`config.mk`:
```
export PLATFORM = sky130hd
export DESIGN_NAME = led_ctrl
export DESIGN_NICKNAME = d
export VERILOG_FILES = /design/src/rtl/led_ctrl.sv
export SDC_FILE = /design/constraint.sdc
export NUM_CORES = 1
export LEC_CHECK = 0
export ABC_AREA = 1
export BUFFER_PORTS_ARGS = -buffer_cell sky130_fd_sc_hd__buf_2
export CAP_MARGIN = 20
export CORE_UTILIZATION = 35
export DETAILED_ROUTE_END_ITERATION = 8
export SLEW_MARGIN = 15
export SYNTH_ARGS = -nofsm -noshare
export SYNTH_HDL_FRONTEND = slang
export SYNTH_SLANG_ARGS = --single-unit
```
`constraint.sdc`:
```
create_clock -name clk -period 3.1 [get_ports clk]
set_clock_uncertainty 0.05 [all_clocks]
set_input_delay 0.465 -clock clk [delete_from_list [all_inputs] [get_ports clk]]
set_output_delay 0.465 -clock clk [all_outputs]
set_load 0.005 [all_outputs]
```
`src/rtl/led_ctrl.sv`:
```
// led_ctrl: multi-channel status LED controller.
// A shared 1 kHz timebase drives SLOW/FAST blinking, a shared 8-bit counter
// drives PWM dimming, and each channel runs its own BURST pulse-code FSM.
module led_ctrl #(
    parameter int C_CLK_FREQ       = 100000000,
    parameter int C_CHANNELS       = 4,
    parameter int C_PWM_DIV        = 16,
    parameter bit C_LED_ACTIVE_LOW = 1'b0
) (
    input  logic                  clk,
    input  logic                  rst_n,
    input  logic                  cfg_wr,
    input  logic [3:0]            cfg_ch,
    input  logic [2:0]            cfg_mode,
    input  logic [7:0]            cfg_arg,
    output logic [C_CHANNELS-1:0] led
);

    localparam int unsigned PRESC_MAX = C_CLK_FREQ / 1000 - 1;
    localparam int unsigned PWM_MAX   = C_PWM_DIV - 1;

    typedef enum logic [2:0] {
        M_OFF   = 3'd0,
        M_ON    = 3'd1,
        M_SLOW  = 3'd2,
        M_FAST  = 3'd3,
        M_PWM   = 3'd4,
        M_BURST = 3'd5
    } mode_t;

    typedef enum logic [1:0] {
        S_IDLE,
        S_P_ON,
        S_P_OFF,
        S_GAP
    } burst_state_t;

    logic [31:0]     presc;
    logic            tick;
    logic [9:0]      ms_cnt;
    logic [31:0]     div_cnt;
    logic            pwm_step;
    logic [7:0]      pwm_cnt;

    logic [2:0]      mode  [C_CHANNELS];
    logic [7:0]      arg   [C_CHANNELS];
    burst_state_t    state [C_CHANNELS];
    logic [3:0]      rem   [C_CHANNELS];
    logic [9:0]      tcnt  [C_CHANNELS];

    logic [C_CHANNELS-1:0] lit;

    assign tick     = (presc == PRESC_MAX);
    assign pwm_step = (div_cnt == PWM_MAX);

    // 1 kHz tick prescaler and the shared millisecond counter
    always_ff @(posedge clk or negedge rst_n) begin
        if (!rst_n) begin
            presc  <= '0;
            ms_cnt <= '0;
        end else if (tick) begin
            presc  <= '0;
            ms_cnt <= (ms_cnt == 10'd999) ? '0 : ms_cnt + 10'd1;
        end else begin
            presc  <= presc + 32'd1;
        end
    end

    // PWM step divider and the free-running 8-bit PWM counter
    always_ff @(posedge clk or negedge rst_n) begin
        if (!rst_n) begin
            div_cnt <= '0;
            pwm_cnt <= '0;
        end else if (pwm_step) begin
            div_cnt <= '0;
            pwm_cnt <= pwm_cnt + 8'd1;
        end else begin
            div_cnt <= div_cnt + 32'd1;
        end
    end

    // Per-channel config registers and BURST FSMs; a write to a channel
    // takes priority over a coincident tick for that channel only.
    always_ff @(posedge clk or negedge rst_n) begin
        if (!rst_n) begin
            for (int unsigned i = 0; i < C_CHANNELS; i++) begin
                mode[i]  <= M_OFF;
                arg[i]   <= '0;
                state[i] <= S_IDLE;
                rem[i]   <= '0;
                tcnt[i]  <= '0;
            end
        end else begin
            for (int unsigned i = 0; i < C_CHANNELS; i++) begin
                if (cfg_wr && (cfg_ch == 4'(i))) begin
                    mode[i]  <= cfg_mode;
                    arg[i]   <= cfg_arg;
                    rem[i]   <= cfg_arg[3:0];
                    tcnt[i]  <= '0;
                    state[i] <= ((cfg_mode == M_BURST) && (cfg_arg[3:0] != '0)) ? S_P_ON : S_IDLE;
                end else if (mode[i] != M_BURST) begin
                    state[i] <= S_IDLE;
                    tcnt[i]  <= '0;
                end else if (tick) begin
                    case (state[i])
                        S_P_ON: begin
                            if (tcnt[i] == 10'd199) begin
                                state[i] <= S_P_OFF;
                                rem[i]   <= rem[i] - 4'd1;
                                tcnt[i]  <= '0;
                            end else begin
                                tcnt[i]  <= tcnt[i] + 10'd1;
                            end
                        end
                        S_P_OFF: begin
                            if (tcnt[i] == 10'd199) begin
                                state[i] <= (rem[i] != '0) ? S_P_ON : S_GAP;
                                tcnt[i]  <= '0;
                            end else begin
                                tcnt[i]  <= tcnt[i] + 10'd1;
                            end
                        end
                        S_GAP: begin
                            if (tcnt[i] == 10'd799) begin
                                state[i] <= S_P_ON;
                                rem[i]   <= arg[i][3:0];
                                tcnt[i]  <= '0;
                            end else begin
                                tcnt[i]  <= tcnt[i] + 10'd1;
                            end
                        end
                        default: begin
                            tcnt[i]  <= '0;
                        end
                    endcase
                end
            end
        end
    end

    // Lit state per channel from its mode and the shared timebases
    always_comb begin
        lit = '0;
        for (int unsigned i = 0; i < C_CHANNELS; i++) begin
            case (mode[i])
                M_ON:    lit[i] = 1'b1;
                M_SLOW:  lit[i] = (ms_cnt < 10'd500);
                M_FAST:  lit[i] = ((ms_cnt % 10'd250) < 10'd125);
                M_PWM:   lit[i] = (pwm_cnt < arg[i]);
                M_BURST: lit[i] = (state[i] == S_P_ON);
                default: lit[i] = 1'b0;
            endcase
        end
    end

    // Registered LED drive with polarity applied
    always_ff @(posedge clk or negedge rst_n) begin
        if (!rst_n) begin
            led <= {C_CHANNELS{C_LED_ACTIVE_LOW}};
        end else begin
            led <= lit ^ {C_CHANNELS{C_LED_ACTIVE_LOW}};
        end
    end

endmodule

```
After elaboration in Yosys (flattened, before gate mapping)
Index checks and enable logic that the tools add are counted.

cells by class
  $add $sub $neg = 12
  $mul = 0
  equality and inequality tests = 75
  $lt $le $gt $ge = 6
  bitwise operators = 0
  reductions and logical operators = 39
  muxes and demuxes = 88
  shift-type cells = 0
  div/mod/pow operators = 1

operator list
  operator               number
  $mux 10                21
  $mux 4                 20
  $pmux 10 s2            4
  $add 32x1->32 const B  2
  $mux 32                2
  $mux 2                 28
  $add 10x1->10 const B  5
  $eq 10x10->1 const B   5
  $ne 4x4->1 const B     12
  $eq 10x8->1 const B    4
  $reduce_and 5->1       8
  $ne 3x3->1 const B     12
  $eq 32x17->1 const B   1
  $eq 32x4->1 const B    1
  $lt 8x8->1             4
  $pmux 4 s2             4
  $eq 3x3->1 const B     9
  $eq 3x2->1 const B     8
  $pmux 2 s3             4
  $reduce_bool 3->1      8
  $pmux 1 s5             4
  $reduce_bool 4->1      5
  $reduce_bool 5->1      4
  $eq 2x2->1 const B     8
  other kinds (15)       38

storage, ports and cells
  latch bits = 0
  memory bits (read-only) = 0
  register bits after elaboration = 194
  memories kept = 0
  logic and storage cells = 246
  bits in writable memories = 0

Logic depth before layout (Yosys ltp)
Gate-level depths: netlist of the first run.

  word-level depth = 7
  mapped depth = 20

Least setup slack after synthesis of the first run
No wires, ideal clock.

  path kind = register to register
  start point = register presc[0]
  end point = register presc[22]
  data arrival time = 1.976 ns
  clock period less this slack = 2.145 ns
  slack = 0.955 ns
  cell stages (with the launch flop) = 17
  setup time = 0.120 ns
  path through = dfrtp_1 -> ha_1 -> nand2_1 -> nor2_1 -> inv_1 -> nor2_1 -> nand4_1 -> nor3_1 -> nand3_1 -> nor2_1 -> nand2_1 -> nor2_1 -> nand4_1 -> nor2_1 -> a21oi_1 -> o21ai_0 -> inv_1

between the ends
  longest elaborated chain between the ends = 2
  elaborated cells between the ends (all ways) = 3

ends and longest elaborated chain
  item                                                  line    RTL
  from (decl)                                           38      logic [31:0] presc;
  from (signal assigned)                                65      presc <= presc + 32'd1;
  $add 32x1->32 / $eq 32x17->1 (equally long branches)  65, 53
  $mux 32 *                                             61      end else if (tick) begin

Mark *: on every way between the ends. The rest lies on a longest branch, timed or not.
A chain may end at the register's enable or synchronous reset.

Worst setup path in the final report of the first run
  start point = register ms_cnt[3]
  end point = register led[0]

between the ends
  longest elaborated chain between the ends = 3
  elaborated cells between the ends (all ways) = 4

ends and longest elaborated chain
  item                    line  RTL
  from (decl)             40    logic [9:0] ms_cnt;
  from (signal assigned)  63    ms_cnt <= (ms_cnt == 10'd999) ? '0 : ms_cnt + 10'd1;
  $mod 10x8->10           148   M_FAST: lit[i] = ((ms_cnt % 10'd250) < 10'd125);
  $lt 10x7->1             148
  $pmux 1 s5 *            145   case (mode[i])
  via lit[0]              51    logic [C_CHANNELS-1:0] lit;
  to (signal assigned)    159   led <= {C_CHANNELS{C_LED_ACTIVE_LOW}};
  to (signal assigned)    161   led <= lit ^ {C_CHANNELS{C_LED_ACTIVE_LOW}};
  to (decl)               16    output logic [C_CHANNELS-1:0] led

Mark *: on every way through the listed nets, which the timed path passes. The rest lies on a longest branch.

==> flow_summary.json, run 1 <==
{
  "rr_endpoint": "led[0]$_DFF_PN0_",
  "synthArstFlopShare": 1.000,
  "grt.overflow.total": 0,
  "rows": 67,
  "p_seq_frac": 0.454,
  "ctsHoldBuffers": 0,
  "boundaryPins": 22,
  "tightest_slew_ps": 844.6,
  "dieWidth_um": 186.1,
  "outcome": "complete, no violations",
  "switchingPower_mw": 1.914,
  "drt_iter0_drc": 768,
  "seq_area_frac_synth": 0.4093,
  "first_pass_iters": 5,
  "muxShareOfSynthArea": 0,
  "grt_pass1_vias": 9752,
  "crit_start": "ms_cnt[3]$_DFFE_PN0N_",
  "fin_crit_sh": 0.8592,
  "crit_top_cell": "nand3_4",
  "finalSetupTns_ps": 0,
  "synth-seq-cells": 194,
  "syn_nets": 1615,
  "multiInputGateArea_sq_um": 5814,
  "synth_edf_count": 0,
  "dpl.hpwl_um": 20830,
  "start_kind": "flip-flop",
  "final_common_cell": "inv_1",
  "synth_top_area_share": 0.4093,
  "synth-simple-area-share": 0.2572,
  "post_cts_buffers": 0,
  "synthTopCellsByArea": "dfrtp_1 41%, inv_1 9.2%, nand2_1 8.2%",
  "grt_pass1_wl_um": 47640,
  "critical-path-max-stage-delay_ps": 540,
  "cts_root_buf": "clkbuf_16",
  "port_buffers": 21,
  "place_congestion": 0.8807,
  "final_net_count": 1653,
  "cap_violations": 0,
  "power.internal_mw": 4.500,
  "grt_max_degree": 76,
  "regArea_sq_um": 4855,
  "ant_nets": 0,
  "antenna_cells": 0,
  "synth_top_family_by_area": "simple AND/OR/NAND/NOR gates",
  "drv_slew": 0,
  "critPathSlowestCell": "dfrtp_1",
  "drt-wirelength-per-cell_um": 13.63,
  "power.share.switching": 0.2984,
  "ff2ff_path_depth": 15,
  "cts_tree": "yes",
  "worstPathCellList": "nor2_1, nor2_2, nand3_4, nand2_4, nand3_4, nand4_2, nand2_4, clkinv_2, nand3_4, a21oi_4, nand3_2, xor2_1, inv_2, nand3_1, nand2_1",
  "crit_fanout": 9,
  "synth_area_sq_um": 11860,
  "synthDistinctLibCells": 50,
  "synth_compound_gate_area_share": 0.1288,
  "wirelength_um": 27720,
  "clk_path_buf_depth": 2,
  "reg2reg_slack_ps": 440,
  "relSlewSlack": 0.4369,
  "synth-main-ff-cell": "dfrtp_1",
  "layout-drive-gt1-share": 0.07629,
  "max_clock_freq_mhz": 375.5,
  "synth_area_leader_cell": "dfrtp_1",
  "p_per_area_nw_per_um2": 485.7,
  "finalCriticalPeriod_ps": 2663,
  "hp-class": "in -> async",
  "htreeDepth": 4,
  "dieArea_sq_um": 34630,
  "coreArea_sq_um": 33450,
  "pwr-share-clk": 0.362,
  "whs_ps": 6.560,
  "leakagePower_nw": 6.311,
  "drt-vias-per-instance": 4.963,
  "synthXorXnorAreaFrac": 0.03840,
  "die_h_um": 186.1,
  "ys_warn_count": 0,
  "grt.total_usage": 0.1714,
  "syn2layout_area_growth_pct": 11.33,
  "final_cell_mix": "291 x inv_1, 260 x nand2_1, 194 x dfrtp_1, 137 x o21ai_0, 125 x nor2_1",
  "synth-adder-area-share": 0.06540,
  "crit_type": "reg -> reg",
  "final_core_util": 0.3948,
  "rsz0062_at_grt": "no",
  "fillerInstances": 3423,
  "vias": 10090,
  "antenna_found_initial": 0,
  "drc": 0,
  "path_clk_slew_ps": 70,
  "start_util": 0.3546,
  "arrival_ps": 2940,
  "cp.required_ps": 3380,
  "synth_area_per_cell_sq_um": 7.727,
  "r2r-start": "ms_cnt[3]$_DFFE_PN0N_",
  "cts.repair.resized": 0,
  "cts_buffers": 17,
  "setup_viol": 0,
  "ir_drop_mv": 0.4228,
  "report.final.hold_viol_count": 0,
  "critPathCaptureType": "flip-flop",
  "syn_inst": 1535,
  "clock-sinks": 194,
  "pwr-share-comb": 0.184,
  "clk_latency_ps": 440
}
[metal layers]
layer  GRT usage  wire length, um  up-vias
met2      0.2779            12910      145
met5           0                0        -
met4     0.05574              524        0
li1            -                -     5137
met1      0.2331            13490     4773
met3     0.02563              802       39
[critical path: cells and delay by family, from the launching register on]
kind,cells,cell delay (ps)
compound gates,1,200
xor+xnor,1,320
buf+inv,2,230
flops,1,540
simple gates,11,1210
[synthesized netlist by cell type (5+ instances only)]
library cell,count
inv_1,291
dfrtp_1,194
clkbuf_1,15
nand2_2,12
nand4_1,49
o22ai_1,13
a21oi_1,63
nand3_1,60
nor4_1,31
nor2_1,125
nand2_1,260
xor2_1,47
o31ai_1,5
nor3_1,69
o21ai_0,137
nand3_4,5
o211ai_1,10
nand3_2,5
xnor2_1,5
ha_1,62
a31oi_1,9
o311ai_0,7
inv_2,5
[power groups by stage]
stage / clock, mW / combinational [mW] / sequential (mW)
after floorplan: 0 / 0.837 / 2.92
after detailed placement: 0 / 1.17 / 2.96
final: 2.32 / 1.18 / 2.91
after CTS: 2.38 / 1.19 / 2.91
after global routing: 2.49 / 1.38 / 2.94
after global placement: 0 / 1.15 / 2.95
[layout make-up]
type,count,area share
multi-input combinational,1025,0.4403
sequential,194,0.3676
inverter,298,0.08518
tap,448,0.04245
clock buffer,20,0.03307
timing repair buffer,37,0.01867
clock inverter,12,0.01270
[worst max-delay path by stage]
stage / end / slack [ps] / cells past startpoint
floorplan: presc[22]$_DFF_PN0_ / 950 / 16
detailed placement: led[1]$_DFF_PN0_ / 480 / 15
CTS: led[0]$_DFF_PN0_ / 450 / 15
global placement: led[1]$_DFF_PN0_ / 490 / 15
global route: presc[22]$_DFF_PN0_ / 120 / 16
finish: led[0]$_DFF_PN0_ / 440 / 15
[sequential cells by signal (all words and copies together) (netlist names)]
| signal | count |
|---|---|
| tcnt | 40 |
| div_cnt | 32 |
| mode | 12 |
| presc | 32 |
| pwm_cnt | 8 |
| arg | 32 |
| ms_cnt | 10 |
| rem | 16 |
| led | 4 |
| state | 8 |
[stage by stage]
step           setup WS [ps]  instance area, sq um  total power, mW  instances
6_report               436.6                 13210            6.414       2034
5_1_grt                119.1                 13210            6.811       2034
4_1_cts                449.5                 13210            6.478       2034
3_5_place_dp           478.6                 12600            4.130       2002
3_3_place_gp           487.5                 12600            4.100       2002
2_1_floorplan          954.6                 11860            3.759       1535
[kinds of logic after synthesis]
kind of cell	count (synthesis)
flip-flops	194
XOR/XNOR	52
buffers and inverters	316
AND/OR/NAND/NOR	642
AO/OA/AOI/OAI	269
adder cells (fa/ha/maj)	62
Power figures use the tool's default switching activity.
==> run 2: changes to the inputs <==
- CORE_ASPECT_RATIO: default -> 1.2
- REMOVE_ABC_BUFFERS: default -> 1
==> run 2 against run 1 <==
  * Core utilization rose by 0.18 points
  * Critical path depth decreased by 5
  * Non-clock buffer count increased by 1
  * Routed wire length down 0.99%
  * Sequential cell count unchanged
==> flow_summary.json, run 2 (synthesized netlist as in run 1, its figures left out) <==
{
  "grt_pass1_vias": 9958,
  "clk_latency_ps": 450,
  "ff2ff_path_depth": 10,
  "power.share.switching": 0.3098,
  "cp-endpoint": "ms_cnt[9]$_DFFE_PN0N_",
  "arrival_ps": 2920,
  "rows": 73,
  "ir_drop_mv": 0.3219,
  "dieWidth_um": 170.1,
  "rsz0062_at_grt": "no",
  "setup_viol": 0,
  "crit_type": "reg -> reg",
  "grt.overflow.total": 0,
  "layout-drive-gt1-share": 0.07750,
  "grt.total_usage": 0.1704,
  "top_register": "tcnt",
  "final_cell_count_no_fill": 2038,
  "path_clk_slew_ps": 70,
  "wirelength_um": 27450,
  "cts_tree": "yes",
  "max_clock_freq_mhz": 382.3,
  "cap_violations": 0,
  "vias": 10100,
  "dieArea_sq_um": 34630,
  "whs_ps": 234.8,
  "dpl.hpwl_um": 20720,
  "port_buffers": 21,
  "grt_max_degree": 71,
  "final_net_count": 1654,
  "dp.cells": 2004,
  "pwr-share-comb": 0.189,
  "clk_path_buf_depth": 2,
  "grt_pass1_wl_um": 47660,
  "tightest_slew_ps": 709.1,
  "finalSetupTns_ps": 0,
  "syn2layout_area_growth_pct": 11.16,
  "dpl_cell_area_sq_um": 12630,
  "hp-class": "in -> reg",
  "reg2reg_slack_ps": 480,
  "p_seq_frac": 0.472,
  "fin_crit_sh": 0.8437,
  "ant_nets": 0,
  "first_pass_iters": 5,
  "die_h_um": 203.7,
  "drt-vias-per-instance": 4.955,
  "final_cell_mix": "291 x inv_1, 260 x nand2_1, 194 x dfrtp_1, 137 x o21ai_0, 125 x nor2_1",
  "pwr-share-clk": 0.339,
  "fin_area_sq_um": 13190,
  "report.final.hold_viol_count": 0,
  "post_cts_buffers": 0,
  "outcome": "complete, no violations",
  "ctsHoldBuffers": 1,
  "min_from": "cfg_arg[6]",
  "final_common_cell": "inv_1",
  "relSlewSlack": 0.5273,
  "drv_slew": 0,
  "finalCriticalPeriod_ps": 2616,
  "coreArea_sq_um": 33250,
  "crit_fanout": 13,
  "leakagePower_nw": 6.298,
  "crit_start": "presc[29]$_DFF_PN0_",
  "r2r-start": "presc[29]$_DFF_PN0_",
  "critPathCaptureType": "flip-flop",
  "switchingPower_mw": 1.917,
  "start_kind": "flip-flop",
  "cp.required_ps": 3400,
  "place_congestion": 0.8694,
  "boundaryPins": 22,
  "power.internal_mw": 4.270,
  "p_per_area_nw_per_um2": 469.2,
  "htreeDepth": 4,
  "cts_root_buf": "clkbuf_16",
  "antenna_found_initial": 1,
  "clock-sinks": 194,
  "cts.repair.resized": 0,
  "largest_register_ffs": 40,
  "drt-wirelength-per-cell_um": 13.47,
  "drt_iter0_drc": 573,
  "cts_buffers": 17,
  "rr_endpoint": "ms_cnt[9]$_DFFE_PN0N_",
  "drc": 0,
  "start_util": 0.3568
}
run 2: how the worst min path moves through the flow:
stage                                end  cells after the start
floorplan             arg[0]$_DFFE_PN0P_                      0
global placement    div_cnt[0]$_DFF_PN0_                      1
detailed placement  div_cnt[0]$_DFF_PN0_                      1
CTS                  arg[14]$_DFFE_PN0P_                      3
global route         arg[21]$_DFFE_PN0P_                      3
finish               arg[14]$_DFFE_PN0P_                      3
run 2: worst max-delay path, cell delays in order (launching register included):
cell and delay, ps:
dfrtp_1 420, nor3_1 210, nand3_1 90, nor4_1 350, nand4_1 270, buf_12 230
nor4_1 290, nand2_1 160, nor2_1 170, a21oi_1 80, a211oi_1 180
run 2: power by group through the flow:
stage	clock [mW]	sequential [mW]	combinational, mW
detailed placement	0	2.97	1.17
global route	2.26	2.95	1.38
finish	2.10	2.92	1.17
floorplan	0	2.92	0.835
CTS	2.19	2.92	1.18
global placement	0	2.96	1.14
run 2: area by class of cell:
| class | instances | area (sq um) |
|---|---|---|
| Fill cell | 3479 | 20060 |
| Inverter | 298 | 1125 |
| Clock inverter | 13 | 101.3 |
| Timing Repair Buffer | 38 | 281.5 |
| Clock buffer | 19 | 442.9 |
| Multi-Input combinational cell | 1025 | 5814 |
| Sequential cell | 194 | 4855 |
| Antenna cell | 1 | 2.502 |
| Tap cell | 450 | 563.0 |
run 2: metal layers:
metal	global-route usage	vias to the layer above	share of wire
li1	-	5155	-
met1	0.2212	4759	0.47
met2	0.2841	153	0.48
met3	0.02639	30	0.029
met4	0.06499	2	0.019
met5	0	-	0.00036
run 2: metrics by stage:
stage / util / setup WS [ps] / power, mW
floorplan: - / -292.1 / 3.757
global placement: 0.3798 / 548.3 / 4.103
detailed placement: 0.3798 / 476.1 / 4.139
CTS: 0.3965 / 463.9 / 6.286
global route: 0.3965 / 62.98 / 6.588
finish: 0.3966 / 484.5 / 6.187
==> run 3: changes to the inputs <==
- clock period: 3.1 -> 2.2 ns (I/O delays scaled with it)
==> run 3 against run 2 <==
  * The flow now finishes with violations (negative setup slack)
  * Sequential cell count stayed put
  * First-iteration DRC count is 1.2% lower
  * Clock power grew 54%
  * Critical endpoint is now led[0]$_DFF_PN0_
==> flow_summary.json, run 3 (synthesized netlist as in run 1, its figures left out) <==
{
  "max_clock_freq_mhz": 432.7,
  "worstPathCellList": "nor2_2, nor2_4, nand3_4, nand2_4, nand3_4, nand4_1, nand2_2, buf_4, nand3_4, a21oi_4, nand2_2, nand2_1, nand3_2, nor2_2, nand2_2, nand3_2, nand2_2",
  "top_register": "tcnt",
  "ir_drop_mv": 0.3801,
  "layout-drive-gt1-share": 0.1999,
  "relSlewSlack": 0.6394,
  "cts_buffers": 17,
  "drt-wirelength-per-cell_um": 13.39,
  "dpl.hpwl_um": 21710,
  "place_ws_ps": -328.5,
  "start_util": 0.3568,
  "coreArea_sq_um": 33250,
  "cap_violations": 0,
  "grt_max_degree": 53,
  "rows": 73,
  "drt-vias-per-instance": 4.850,
  "hp-class": "in -> reg",
  "drt_iter0_drc": 566,
  "dpl_cell_area_sq_um": 13450,
  "boundaryPins": 22,
  "violations": "negative setup slack",
  "dieWidth_um": 170.1,
  "vias": 10510,
  "drc": 0,
  "cts_root_buf": "clkbuf_16",
  "finalSetupTns_ps": -428.5,
  "crit_fanout": 7,
  "fin_ws_ps": -111.1,
  "crit_top_cell": "nand2_2",
  "syn2layout_area_growth_pct": 24.22,
  "crit_type": "reg -> reg",
  "drv_slew": 0,
  "reg2reg_slack_ps": -110,
  "cts_tree": "yes",
  "place_congestion": 0.9045,
  "p_per_area_nw_per_um2": 616.8,
  "cp_top_family": "simple AND/OR/NAND/NOR gates",
  "grt.overflow.total": 0,
  "cp.required_ps": 2480,
  "final_net_count": 1783,
  "critical-path-max-stage-delay_ps": 450,
  "critPathSlowestCell": "dfrtp_2",
  "tightest_slew_ps": 536.7,
  "fin_crit_sh": 1.050,
  "grt.total_usage": 0.1740,
  "path_clk_slew_ps": 70,
  "clk_path_buf_depth": 2,
  "port_buffers": 21,
  "report.final.hold_viol_count": 0,
  "wirelength_um": 29000,
  "leakagePower_nw": 7.114,
  "start_kind": "flip-flop",
  "critPathCaptureType": "flip-flop",
  "antenna_cells": 0,
  "clk_latency_ps": 440,
  "grt_pass1_vias": 10370,
  "antenna_found_initial": 0,
  "final_cell_mix": "279 x inv_1, 246 x nand2_1, 191 x dfrtp_1, 130 x buf_4, 123 x o21ai_0",
  "setup_viol": 5,
  "rsz0062_at_grt": "yes",
  "dp.cells": 2113,
  "finalCriticalPeriod_ps": 2311,
  "dieArea_sq_um": 34630,
  "arrival_ps": 2590,
  "final_common_cell": "inv_1",
  "clock-sinks": 194,
  "largest_register_ffs": 40,
  "whs_ps": 107.2,
  "cp_num_buf_inv": 1,
  "final_cell_count_no_fill": 2166,
  "fin_area_sq_um": 14730,
  "htreeDepth": 4,
  "ant_nets": 0,
  "die_h_um": 203.7,
  "grt_pass1_wl_um": 48680,
  "first_pass_iters": 5,
  "outcome": "finished with violations"
}
## run 3: where the power goes
part           internal [mW]  leakage [nW]  switching [mW]  total, mW
combinational          0.669          4.30            1.08       1.74
clock                   1.83         0.281            1.40       3.23
sequential              3.90          2.53           0.217       4.12
total                   6.40          7.11            2.69       9.09
## run 3: metal layers
| metal | global-route usage | vias up | share of wire |
|---|---|---|---|
| met5 | 0 | - | 0 |
| met4 | 0.05727 | 0 | 0.017 |
| met3 | 0.02193 | 36 | 0.026 |
| met2 | 0.2980 | 143 | 0.49 |
| met1 | 0.2258 | 4922 | 0.47 |
| li1 | - | 5404 | - |
## run 3: tightest hold or removal path: stages
cell     delay (ps)
buf_2           130
nand2_1          50
o21ai_0          60
## run 3: what timing repair did
item,4_1_cts,5_1_grt
pin swaps,12,12
hold endpoints to repair,45,0
gates resized for setup,26,117
buffers inserted,7,13
hold buffers,1,0
setup endpoints to repair,24,75
## run 3: path summary, 6_finish.rpt
| path | cells after the start | endpoint | start |
|---|---|---|---|
| worst min register to register | 1 | div_cnt[0]$_DFF_PN0_ | div_cnt[0]$_DFF_PN0_ |
| worst max-delay path | 17 | led[0]$_DFF_PN0_ | ms_cnt[4]$_DFFE_PN0N_ |
| min in group asynchronous | 2 | ms_cnt[0]$_DFFE_PN0N_ | rst_n |
| worst max register to register | 17 | led[0]$_DFF_PN0_ | ms_cnt[4]$_DFFE_PN0N_ |
| worst min-delay path | 3 | arg[5]$_DFFE_PN0P_ | cfg_arg[5] |
| max in group asynchronous | 3 | div_cnt[11]$_DFF_PN0_ | rst_n |
## run 3: through the flow
step | util | total power [mW]
after CTS | 0.4272 | 9.138
after global routing | 0.4432 | 9.639
after floorplan | - | 5.295
final | 0.4432 | 9.088
after global placement | 0.4044 | 5.794
after detailed placement | 0.4044 | 5.842
## run 3: final cells by class
| class | instances | area [sq um] |
|---|---|---|
| tap | 450 | 563.0 |
| fill | 3346 | 18510 |
| clock inverter | 11 | 151.4 |
| sequential | 194 | 4858 |
| inverter | 298 | 1125 |
| timing repair buffer | 167 | 1303 |
| clock buffer | 21 | 450.4 |
| multi-input combinational | 1025 | 6284 |
